--- src/rtl/line_clear_ctrl_if.sv ---
// Handshake and data bundle between the game FSM and the line clearer.
// The game FSM drives the master side; the clearer is the slave.
interface line_clear_ctrl_if #(
  parameter int ROWS = 20,
  parameter int COLS = 10
);
  logic                 start;
  logic                 score_clr;
  logic [ROWS*COLS-1:0] map_in;
  logic                 busy;
  logic                 done;
  logic [ROWS*COLS-1:0] map_out;
  logic [4:0]           lines_cleared;
  logic [31:0]          score_out;

  modport master (
    output start,
    output score_clr,
    output map_in,
    input  busy,
    input  done,
    input  map_out,
    input  lines_cleared,
    input  score_out
  );

  modport slave (
    input  start,
    input  score_clr,
    input  map_in,
    output busy,
    output done,
    output map_out,
    output lines_cleared,
    output score_out
  );
endinterface

--- src/rtl/line_clear_ctrl.sv ---
// Scans a locked playfield bottom-up, removes full lines,
// returns the compacted map and keeps a saturating score.
module line_clear_ctrl #(
  parameter int ROWS         = 20,
  parameter int COLS         = 10,
  parameter int TETRIS_BONUS = 4
) (
  input logic              clk,
  input logic              rst_n,
  line_clear_ctrl_if.slave bus
);

  localparam int N  = ROWS * COLS;
  localparam int PW = $clog2(ROWS);
  localparam int IW = $clog2(N);

  typedef enum logic [1:0] {
    IDLE,
    SCAN,
    SHIFT,
    DONE
  } state_e;

  state_e         state_q, state_d;
  logic [N-1:0]   work_q, work_d;
  logic [N-1:0]   map_q, map_d;
  logic [PW-1:0]  ptr_q, ptr_d;
  logic [4:0]     cnt_q, cnt_d;
  logic [4:0]     lines_q, lines_d;
  logic [31:0]    score_q, score_d;
  logic           busy_q, busy_d;
  logic           done_q, done_d;

  logic           line_full;
  logic           drop_full;
  logic [N-1:0]   shifted;
  logic [31:0]    inc;
  logic [31:0]    base;
  logic [32:0]    sum;
  logic [31:0]    sat;
  logic [IW-1:0]  idx;
  logic [IW-1:0]  idx_up;

  // Full test on line ptr, and on line ptr-1 (the one a shift drops in).
  always_comb begin
    line_full = 1'b1;
    drop_full = (ptr_q != '0);
    idx       = '0;
    idx_up    = '0;
    for (int k = 0; k < COLS; k++) begin
      idx       = IW'(ptr_q) + IW'(ROWS * k);
      line_full = line_full & work_q[idx];
      if (ptr_q != '0) begin
        idx_up    = idx - IW'(1);
        drop_full = drop_full & work_q[idx_up];
      end
    end
  end

  always_comb begin
    shifted = work_q;
    for (int k = 0; k < COLS; k++) begin
      shifted[IW'(ROWS * k)] = 1'b0;
      for (int j = 1; j < ROWS; j++) begin
        if (PW'(j) <= ptr_q) begin
          shifted[IW'(j + ROWS * k)] =
            work_q[IW'(j - 1 + ROWS * k)];
        end
      end
    end
  end

  always_comb begin
    inc = 32'(cnt_q);
    if (cnt_q >= 5'd4) begin
      inc = inc + 32'(TETRIS_BONUS);
    end
    base = bus.score_clr ? 32'd0 : score_q;
    sum  = {1'b0, base} + {1'b0, inc};
    sat  = sum[32] ? 32'hFFFF_FFFF : sum[31:0];
  end

  always_comb begin
    state_d = state_q;
    work_d  = work_q;
    map_d   = map_q;
    ptr_d   = ptr_q;
    cnt_d   = cnt_q;
    lines_d = lines_q;
    score_d = bus.score_clr ? 32'd0 : score_q;
    done_d  = 1'b0;
    unique case (state_q)
      IDLE: begin
        if (bus.start && !done_q) begin
          work_d  = bus.map_in;
          ptr_d   = PW'(ROWS - 1);
          cnt_d   = '0;
          state_d = SCAN;
        end
      end
      SCAN: begin
        if (line_full) begin
          state_d = SHIFT;
        end else if (ptr_q == '0) begin
          state_d = DONE;
        end else begin
          ptr_d = ptr_q - PW'(1);
        end
      end
      // The dropped line is re-tested in the same cycle it lands.
      SHIFT: begin
        work_d = shifted;
        cnt_d  = cnt_q + 5'd1;
        if (drop_full) begin
          state_d = SHIFT;
        end else if (ptr_q == '0) begin
          state_d = DONE;
        end else begin
          ptr_d   = ptr_q - PW'(1);
          state_d = SCAN;
        end
      end
      DONE: begin
        done_d  = 1'b1;
        map_d   = work_q;
        lines_d = cnt_q;
        score_d = sat;
        state_d = IDLE;
      end
      default: state_d = IDLE;
    endcase
    busy_d = (state_d != IDLE);
  end

  always_ff @(posedge clk or negedge rst_n) begin
    if (!rst_n) begin
      state_q <= IDLE;
      work_q  <= '0;
      map_q   <= '0;
      ptr_q   <= '0;
      cnt_q   <= '0;
      lines_q <= '0;
      score_q <= '0;
      busy_q  <= 1'b0;
      done_q  <= 1'b0;
    end else begin
      state_q <= state_d;
      work_q  <= work_d;
      map_q   <= map_d;
      ptr_q   <= ptr_d;
      cnt_q   <= cnt_d;
      lines_q <= lines_d;
      score_q <= score_d;
      busy_q  <= busy_d;
      done_q  <= done_d;
    end
  end

  assign bus.busy          = busy_q;
  assign bus.done          = done_q;
  assign bus.map_out       = map_q;
  assign bus.lines_cleared = lines_q;
  assign bus.score_out     = score_q;

endmodule

--- src/flat_wrapper.sv ---
// flat-port wrapper written by rule: the top's interface ports become plain ports
module line_clear_ctrl_flat 
#(
  parameter int ROWS         = 20,
  parameter int COLS         = 10,
  parameter int TETRIS_BONUS = 4
)
  (clk, rst_n, bus_start, bus_score_clr, bus_map_in, bus_busy, bus_done, bus_map_out, bus_lines_cleared, bus_score_out);
  line_clear_ctrl_if #(.ROWS(ROWS), .COLS(COLS)) bus_i ();
  input logic clk;
  input logic rst_n;
  input wire logic [$bits(bus_i.start)-1:0] bus_start;
  input wire logic [$bits(bus_i.score_clr)-1:0] bus_score_clr;
  input wire logic [$bits(bus_i.map_in)-1:0] bus_map_in;
  output wire logic [$bits(bus_i.busy)-1:0] bus_busy;
  output wire logic [$bits(bus_i.done)-1:0] bus_done;
  output wire logic [$bits(bus_i.map_out)-1:0] bus_map_out;
  output wire logic [$bits(bus_i.lines_cleared)-1:0] bus_lines_cleared;
  output wire logic [$bits(bus_i.score_out)-1:0] bus_score_out;
  assign bus_i.start = bus_start;
  assign bus_i.score_clr = bus_score_clr;
  assign bus_i.map_in = bus_map_in;
  assign bus_busy = bus_i.busy;
  assign bus_done = bus_i.done;
  assign bus_map_out = bus_i.map_out;
  assign bus_lines_cleared = bus_i.lines_cleared;
  assign bus_score_out = bus_i.score_out;
  line_clear_ctrl #(.ROWS(ROWS), .COLS(COLS), .TETRIS_BONUS(TETRIS_BONUS)) u_core (.clk(clk), .rst_n(rst_n), .bus(bus_i));
endmodule
--- config.mk ---
export PLATFORM = sky130hd
export DESIGN_NAME = line_clear_ctrl_flat
export DESIGN_NICKNAME = d
export VERILOG_FILES = /design/src/rtl/line_clear_ctrl_if.sv /design/src/rtl/line_clear_ctrl.sv /design/src/flat_wrapper.sv
export SDC_FILE = /design/constraint.sdc
export NUM_CORES = 1
export LEC_CHECK = 0
export CAP_MARGIN = 20
export CORE_UTILIZATION = 45
export CTS_BUF_LIST = sky130_fd_sc_hd__clkbuf_16
export CTS_CLUSTER_DIAMETER = 40
export DETAILED_ROUTE_END_ITERATION = 6
export GPL_TIMING_DRIVEN = 0
export PLACE_DENSITY = 0.8
export SETUP_SLACK_MARGIN = 0.1
export SYNTH_ARGS = -nofsm -noshare
export SYNTH_HDL_FRONTEND = slang
export SYNTH_SLANG_ARGS = --single-unit
--- constraint.sdc ---
create_clock -name clk -period 8.73 [get_ports clk]
set_input_delay 1.746 -clock clk [delete_from_list [all_inputs] [get_ports clk]]
set_output_delay 1.746 -clock clk [all_outputs]
set_load 0.03 [all_outputs]
==> results of run 1 <==
==> worst max-delay path, stage by stage (launching register included) <==
cell and delay (ps):
sky130_fd_sc_hd__dfrtp_1 430, sky130_fd_sc_hd__buf_6 210, sky130_fd_sc_hd__buf_6 200, sky130_fd_sc_hd__inv_1 80, sky130_fd_sc_hd__buf_2 430, sky130_fd_sc_hd__clkbuf_1 890, sky130_fd_sc_hd__ha_1 430, sky130_fd_sc_hd__buf_4 280
sky130_fd_sc_hd__buf_4 320, sky130_fd_sc_hd__mux2i_1 160, sky130_fd_sc_hd__mux2i_1 760, sky130_fd_sc_hd__mux2i_1 230, sky130_fd_sc_hd__a221oi_1 340, sky130_fd_sc_hd__a21boi_0 240, sky130_fd_sc_hd__nor4_1 130, sky130_fd_sc_hd__nor4_2 390
sky130_fd_sc_hd__nand4_2 330, sky130_fd_sc_hd__nand2_1 360, sky130_fd_sc_hd__mux2_2 380
==> metal layers <==
metal	vias to the layer above	global-route usage (%)	part of all wire, %
li1	10400	-	-
met1	12900	51.5	39
met2	1835	62.4	45
met3	413	9.74	10
met4	2	19.7	6.0
met5	-	0	0.0088
==> power by group <==
group	internal (mW)	leakage, nW	switching [mW]
registers	2.86	5.87	1.29
logic	3.47	7.93	5.53
clock network	1.53	1.04	1.07
total	7.85	14.8	7.88
==> kinds of logic after synthesis <==
family,Yosys count,share of synthesized area [%]
AO/OA/AOI/OAI,450,9.97
XOR/XNOR,43,1.48
adder cells (fa/ha/maj),38,1.76
buffers and inverters,210,3.80
flip-flops,451,41.1
multiplexers,621,29.7
AND/OR/NAND/NOR,740,12.2
==> cells in the mapped netlist (14+ instances only) <==
cell                         n  area share, %
sky130_fd_sc_hd__a21oi_1    82            1.5
sky130_fd_sc_hd__a22oi_1    23           0.63
sky130_fd_sc_hd__a31oi_1    14           0.32
sky130_fd_sc_hd__and2_1     14           0.32
sky130_fd_sc_hd__and3_1     16           0.36
sky130_fd_sc_hd__buf_2      30           0.55
sky130_fd_sc_hd__buf_4      21           0.57
sky130_fd_sc_hd__buf_6      14           0.57
sky130_fd_sc_hd__clkbuf_1  114            1.6
sky130_fd_sc_hd__dfrtp_1   451             41
sky130_fd_sc_hd__ha_1       37            1.7
sky130_fd_sc_hd__inv_1      23           0.31
sky130_fd_sc_hd__mux2_2    244             10
sky130_fd_sc_hd__mux2i_1   246            9.0
sky130_fd_sc_hd__mux4_2    131             11
sky130_fd_sc_hd__nand2_1   398            5.4
sky130_fd_sc_hd__nand3_1    67            1.2
sky130_fd_sc_hd__nand4_1    29           0.66
sky130_fd_sc_hd__nor2_1    104            1.4
sky130_fd_sc_hd__nor2b_1    29           0.66
sky130_fd_sc_hd__nor3_1     29           0.53
sky130_fd_sc_hd__o211ai_1   15           0.41
sky130_fd_sc_hd__o21ai_0   212            3.9
sky130_fd_sc_hd__xnor2_1    26           0.83
==> cell usage in the layout (no fill, tap or decap), types with 14 or more instances in the layout <==
cell type and n:
sky130_fd_sc_hd__a22oi_1 23, sky130_fd_sc_hd__and2_1 14, sky130_fd_sc_hd__nand2_1 398, sky130_fd_sc_hd__mux2_2 244
sky130_fd_sc_hd__o211ai_1 15, sky130_fd_sc_hd__inv_1 26, sky130_fd_sc_hd__and3_1 16, sky130_fd_sc_hd__clkbuf_1 114
sky130_fd_sc_hd__a21oi_1 82, sky130_fd_sc_hd__nor2b_1 29, sky130_fd_sc_hd__nand4_1 29, sky130_fd_sc_hd__o21ai_0 212
sky130_fd_sc_hd__ha_1 37, sky130_fd_sc_hd__buf_2 31, sky130_fd_sc_hd__nor2_1 104, sky130_fd_sc_hd__dfrtp_1 451
sky130_fd_sc_hd__buf_4 22, sky130_fd_sc_hd__a31oi_1 14, sky130_fd_sc_hd__nand3_1 67, sky130_fd_sc_hd__clkdlybuf4s50_1 441
sky130_fd_sc_hd__buf_6 14, sky130_fd_sc_hd__nor3_1 29, sky130_fd_sc_hd__clkbuf_16 61, sky130_fd_sc_hd__mux4_2 131
sky130_fd_sc_hd__xnor2_1 26, sky130_fd_sc_hd__mux2i_1 246
==> sequential cells by signal, indices dropped and copies added, names as in the netlist <==
signal / flops
u_core.bus.map_out: 200
u_core.bus.lines_cleared: 5
u_core.bus.busy: 1
u_core.bus.score_out: 32
u_core.state_q: 2
u_core.bus.done: 1
u_core.cnt_q: 5
u_core.ptr_q: 5
u_core.work_q: 200
==> stage by stage <==
step	utilization [%]	hold slack [ps]	power, mW
6_report	58.3	504	15.7
5_1_grt	58.3	515	16.0
4_1_cts	58.3	508	15.3
3_5_place_dp	54.7	495	12.6
3_3_place_gp	54.5	490	12.6
2_1_floorplan	-	477	8.79
==> worst paths after layout <==
kind,to,slack [ps],cells after the start
max in group asynchronous,u_core.work_q[183],5840,4
hold / removal,u_core.bus.map_out[119],500,1
min in group asynchronous,u_core.bus.map_out[55],1010,1
hold reg to reg,u_core.bus.map_out[119],500,1
setup / recovery,u_core.ptr_q[1],1970,18
setup reg to reg,u_core.ptr_q[1],1970,18
==> area by class of cell <==
| cell class | instances | area, um^2 |
|---|---|---|
| Antenna cell | 2 | 5.00 |
| Buffer | 185 | 951 |
| Clock buffer | 61 | 1530 |
| Clock inverter | 54 | 638 |
| Fill cell | 4992 | 25200 |
| Inverter | 25 | 93.8 |
| Multi-Input combinational cell | 1892 | 15100 |
| Sequential cell | 451 | 11300 |
| Tap cell | 782 | 978 |
| Timing Repair Buffer | 451 | 4580 |
==> results.md, run 1 <==
- The run finished with clean final reports.
- The startpoint identified for the worst hold timing path is u_core.bus.map_out[119].
- The via count of the first global-routing pass came to roughly 25000.
- Synthesis produced 2553 cells.
- The floorplan has 90 rows.
- The die covers ~0.062 mm^2.
- The maximum number of pins on one net before global-route repair is 120.
- In this run, distinct cell masters in the synthesized netlist total 85.
- The total of warnings raised by yosys is 0.
- For this configuration, the core starts out at a cell density of a little under half.
- For this block, the via count after detailed routing is between 20000 and 30000.
- Derived from the worst setup path, the maximum achievable clock frequency is between 100 and 150 MHz.
- The maximum fanout encountered on the critical timing path is 12.
- At the pin with the least slew margin, the transition time is about 1200 ps.
- The number of violations reported at the end of detailed-routing iteration 0 is 3235.
- For this run the aggregate overflow at the end of global routing stands at 0.
- A synthesized cell averages roughly 11 um^2.
- The post-route non-filler standard cell count is just under 4000.
- Before antenna repair, the detailed router went through 6 iterations.
- The worst setup path is captured at a flip-flop.
- The post-place instance area is ~0.033 mm^2.
- Setup violations remaining at the end of the flow were counted as 0.
- For the worst setup path, the data required time is about 9200 ps.
- The max capacitance violation total is 0.
- The height of the die is 249 um.
- The number of endpoints with negative hold slack in the final report is 0.
- The clock tree from TritonCTS is done.
- The number of antenna violations at the first check in global routing came to 3.
- about 440 I/O pins were placed.
- The clock transition at the registers of the reported paths is roughly 60 ps.
- The die extent in x is about 250 um.
- For this block, the routed nets add up to about 130000 um of wire.
- For the final database, setup skew stands at 23.6 ps.
- The final RePlAce weighted congestion is about 1.1.
- During placement, the flow inserted port buffers numbering roughly 440.
- The H-tree generated during clock tree synthesis spans 2 levels.
- The worst hold path belongs to the class flip-flop to flip-flop.
- The critical path startpoint category is a flip-flop.
- The placed wire-length estimate after detailed placement is 95100 um.
- The leading register cell type out of synthesis is sky130_fd_sc_hd__dfrtp_1.
- The worst setup path is of the flip-flop to flip-flop kind.
- The cell area after technology mapping is about 0.027 mm^2.
- The peak supply drop is around 250 uV.
- In this run, post-CTS hold repair placed 0 buffers.
- In this run the remaining antenna-violating nets after routing total 0.
- The part of the cycle the worst path needs is 77.5%.
- After detailed placement, the design holds a cell count of ~3800.
- The number of enable-type register cells in the synthesized netlist is 0.
- The via density per instance is 6.55.
- In the final routed layout, each cell accounts on average for 32.1 um.
- The worst path in the final design needs a cycle of about 6800 ps, including I/O delays and setup.
- The number of nets at the end of the flow is between 3000 and 4000.
- The post-synthesis to final-layout area growth is 28.1%.
- Adding up every negative setup slack in the final design gives 0 ps.
- The worst setup slack after placement is around 2100 ps.
- The critical path starts at u_core.ptr_q[0].
- The sequential element share of the synthesized area is around two fifths.
- Clock latency on the worst-skew pair, taken at its later pin, is about 650 ps.
- The largest buffer count on any clock path is 3.
- The floorplan core area is 0.0604 mm^2.
- For this run, the total global-route usage over all layers was measured as around two fifths.
- CTS saw roughly 450 sinks.
- At the worst endpoint, the arrival time is 7280 ps.
- The first global-routing pass estimated ~180000 um of wire.
- TritonCTS created 61 clock buffers.
- The CTS root buffer is sky130_fd_sc_hd__clkbuf_16.
- The post-CTS resize count is 0.
- In this run the tightest slew margin relative to its limit is 20.5%.
- The worst path meets setup with between 1500 and 2000 ps of slack.
- The post-synth net total is roughly 2800.
- The setup fix buffers added after clock tree synthesis is 0.
- The worst register-to-register path begins at u_core.ptr_q[0].
- For this run, asynchronously set or reset flops after synthesis account for 100%.
- The total DRC errors in the routed layout is 0.
- The post-route netlist has a little under a fifth of its cells at a drive strength greater than 1.
- The number of synthesized register bits is ~450.
- In this run the power density over the cells is about 450 mW/mm^2.
- Setup repair after global routing left no endpoint under its margin.
- The total count of max-transition violations in the final report is 0.
- The final design area excluding fillers is around 0.035 mm^2.
- Summed over all cells, the static leakage comes to between 10 and 15 nW.
No activity file was read; power rests on OpenSTA's default activity.
==> run 2, diff against run 1 <==
- PLACE_DENSITY: 0.8 -> 0.83
- clock period: 8.73 -> 6.1 ns (I/O delays scaled with it)
==> results.md, run 2 (synthesis results as in run 1) <==
- The met3 demand-to-capacity share in global routing is between 10% and 20%.
- The max-slew headroom at the worst pin is between 10% and 20%.
- The critical path required time is around 6600 ps.
- Clock-pin slew was measured on the worst setup and hold paths at 60 ps.
- The start point of the critical path is u_core.ptr_q[2].
- In this run the tool buffered the top-level ports with roughly 440 buffer cells.
- The leakage component of the power is about 15 nW.
- The wire length per cell after detailed routing is about 32 um.
- Dividing total power by cell area gives a power density of roughly 640 mW/mm^2.
- The CTS root buffer is sky130_fd_sc_hd__clkbuf_16.
- Setup violations remaining at the end of the flow were counted as 0.
- The effective utilization at floorplan is a little under half.
- The global-route congestion overflow total is 0.
- The number of nets at the end of the flow is 3310.
- The run finished, with violations left.
- The total DRC errors in the routed layout is 5.
- The congestion estimate from routability-driven global placement came to approximately 1.1.
- The worst flop-to-flop path endpoint is u_core.ptr_q[4].
- The setup fix buffers added after clock tree synthesis is 0.
- The checks that failed: DRC.
- In this run the count of I/O pins placed on the die edge is roughly 440.
- The sequential cell area is approximately 0.011 mm^2.
- The H-tree was split into 3 levels.
- For the pin with the worst max-slew slack, the measured transition is approximately 1300 ps.
- After detailed routing, the total wire length is approximately 120000 um.
- The post-synthesis to final-layout area growth is 28.9%.
- The placed wire-length estimate after detailed placement is around 93000 um.
- The part of the cycle the worst path needs is between 90% and 100%.
- The worst-case IR drop observed on VDD is 303 uV.
- Across all register-to-register paths, the minimum setup slack is 120 ps.
- The standard-cell row count is 90.
- Between clock sinks in the finished design, the worst skew comes to between 20 and 25 ps.
- TritonCTS built the clock tree.
- The most common library cell in the layout ignoring fill and taps is sky130_fd_sc_hd__dfrtp_1.
- After clock tree synthesis, the flow added hold-fix buffers numbering 0.
- The final-layout fill cell count is between 4000 and 5000.
- The design draws around 23 mW.
- The count of nets left with antenna violations once routing finished came out at 0.
- The global-route wire length before repair is about 180000 um.
- The critical register-to-register path startpoint is u_core.ptr_q[2].
- The die covers about 0.062 mm^2.
- For this run, the share of the core covered by cells in the final layout is between 50 and 60%.
- The arrival time reported for the critical path endpoint is between 6000 and 7000 ps.
- The number of antenna violations at the first check in global routing is 10.
- The worst setup path is of the flip-flop to flip-flop kind.
- The via density per instance is 6.60.
- The die is 249 um tall.
- The number of endpoints with negative hold slack in the final report came to 0.
- Timing would allow up to between 150 and 200 MHz.
- Buffers inserted during clock tree synthesis total between 60 and 70.
- The via count of the first global-routing pass is 25000.
- The worst hold-check path type is input port to async pin.
- The first detailed-routing pass ran for 7 iterations.
- The number of violations reported at the end of detailed-routing iteration 0 is between 3000 and 4000.
- The largest buffer count on any clock path is 3.
- The total count of max-transition violations in the final report is 0.
- In the global route stage, met1 resource usage came out at 49.6%.
- The number of clock sinks is roughly 450.
- In the final layout, the multi-input gates occupy between 0.015 and 0.02 mm^2.
- Adding up every negative setup slack in the final design gives 0 ps.
- The path depth of the worst reg2reg path is 18.
- The die extent in x is 249 um.
- For the worst-skew pair, the clock arrives at the later sink with an insertion delay of roughly 630 ps.
- The most used routing layer is met2.
- The floorplan core area is roughly 0.060 mm^2.
- Of all nets on the critical path, the largest fanout is 11.
- The post-route netlist has 18.9% of its cells at a drive strength greater than 1.
- The critical path startpoint category is a flip-flop.
- The max capacitance violation total is 0.
- For the finished layout, the period the worst path requires is between 5000 and 6000 ps.
- Across all hold checks on the routed design, the worst slack comes to between 400 and 500 ps.
- For met2 alone, demand over resource in global routing was between 50% and 60%.
- The timing endpoint of the critical path is u_core.ptr_q[4].
- The overall fraction of global-route tracks in use is between 30% and 40%.
- STA classifies the critical path endpoint as a flip-flop.
- The total number of vias is roughly 26000.
- The maximum number of pins on one net before global-route repair is 122.
- Leaving out fill and tap cells, the most frequent cells in the layout are 451 x sky130_fd_sc_hd__dfrtp_1, 441 x sky130_fd_sc_hd__clkdlybuf4s50_1, 398 x sky130_fd_sc_hd__nand2_1, 246 x sky130_fd_sc_hd__mux2i_1, 244 x sky130_fd_sc_hd__mux2_2.
- Setup repair after global routing left no endpoint under its margin.
-- run 2: cell types whose count changed in the layout (fill, tap and decap cells not counted), moves of 2 or more --
| cell | previous run | this run |
|---|---|---|
| sky130_fd_sc_hd__clkbuf_16 | 61 | 67 |
| sky130_fd_sc_hd__clkbuf_1 | 114 | 109 |
| sky130_fd_sc_hd__clkinv_8 | 7 | 2 |
| sky130_fd_sc_hd__buf_2 | 31 | 27 |
| sky130_fd_sc_hd__diode_2 | 2 | 6 |
| sky130_fd_sc_hd__bufinv_16 | 7 | 10 |
| sky130_fd_sc_hd__clkbuf_2 | 1 | 4 |
| sky130_fd_sc_hd__a2111oi_0 | 13 | 11 |
| sky130_fd_sc_hd__a2111oi_1 | 0 | 2 |
| sky130_fd_sc_hd__clkbuf_4 | 1 | 3 |
| sky130_fd_sc_hd__clkinv_2 | 6 | 8 |
| sky130_fd_sc_hd__inv_8 | 1 | 3 |
-- run 2: through the flow --
step | cell area [um^2] | setup WS (ps) | std cells
finish | 35400 | 120 | 3908
global route | 35400 | 120 | 3904
CTS | 35400 | 213 | 3902
detailed placement | 33000 | -458 | 3783
global placement | 32900 | -15770 | 3777
floorplan | 27500 | 1760 | 2553
-- run 2: layout make-up --
type / instances / area share, %
Antenna cell: 6 / 0.0424
Buffer: 183 / 2.71
Clock buffer: 67 / 4.74
Clock inverter: 54 / 1.91
Inverter: 25 / 0.276
Multi-Input combinational cell: 1892 / 42.8
Sequential cell: 451 / 31.9
Tap cell: 782 / 2.76
Timing Repair Buffer: 448 / 12.9
-- run 2: layer usage --
layer	up-vias	routed length [um]
li1	10500	-
met1	12800	46100
met2	2049	54400
met3	476	15000
met4	6	9060
met5	-	40
-- run 2: how the worst min path moves through the flow --
stage                              end               startpoint  slack, ps  depth (start not counted)
2_1_floorplan       u_core.work_q[170]       u_core.work_q[170]        480                          2
3_3_place_gp    u_core.bus.map_out[66]   u_core.bus.map_out[66]        490                          1
3_5_place_dp   u_core.bus.map_out[126]  u_core.bus.map_out[126]        490                          1
4_1_cts              u_core.work_q[35]                    rst_n        460                          1
5_1_grt              u_core.work_q[35]                    rst_n        480                          1
6_report             u_core.work_q[35]                    rst_n        460                          1
-- run 2: timing repair --
item,in CTS,in global routing
cloned,0,0
gates resized for setup,7,10
hold endpoints to repair,0,0
setup endpoints to repair,8,6
-- run 2: report_power, final --
group | total, mW | switching (mW) | leakage [nW] | internal, mW
clock | 4.06 | 1.57 | 1.15 | 2.49
combinational | 12.8 | 7.84 | 7.92 | 4.98
sequential | 5.94 | 1.85 | 5.87 | 4.09
total | 22.8 | 11.3 | 14.9 | 11.6
-- run 2: worst max-delay path, stage by stage (launching register included) --
cell and delay (ps):
sky130_fd_sc_hd__dfrtp_1 430, sky130_fd_sc_hd__buf_4 210, sky130_fd_sc_hd__buf_2 330, sky130_fd_sc_hd__buf_4 360, sky130_fd_sc_hd__inv_1 90, sky130_fd_sc_hd__buf_2 280
sky130_fd_sc_hd__clkbuf_4 350, sky130_fd_sc_hd__ha_1 340, sky130_fd_sc_hd__clkbuf_4 320, sky130_fd_sc_hd__clkbuf_2 490, sky130_fd_sc_hd__mux4_2 440, sky130_fd_sc_hd__a21oi_1 70
sky130_fd_sc_hd__a31oi_1 360, sky130_fd_sc_hd__nand4_1 180, sky130_fd_sc_hd__a2111oi_1 500, sky130_fd_sc_hd__and4_1 390, sky130_fd_sc_hd__a21boi_1 130, sky130_fd_sc_hd__nand2_1 190
sky130_fd_sc_hd__mux2_2 370
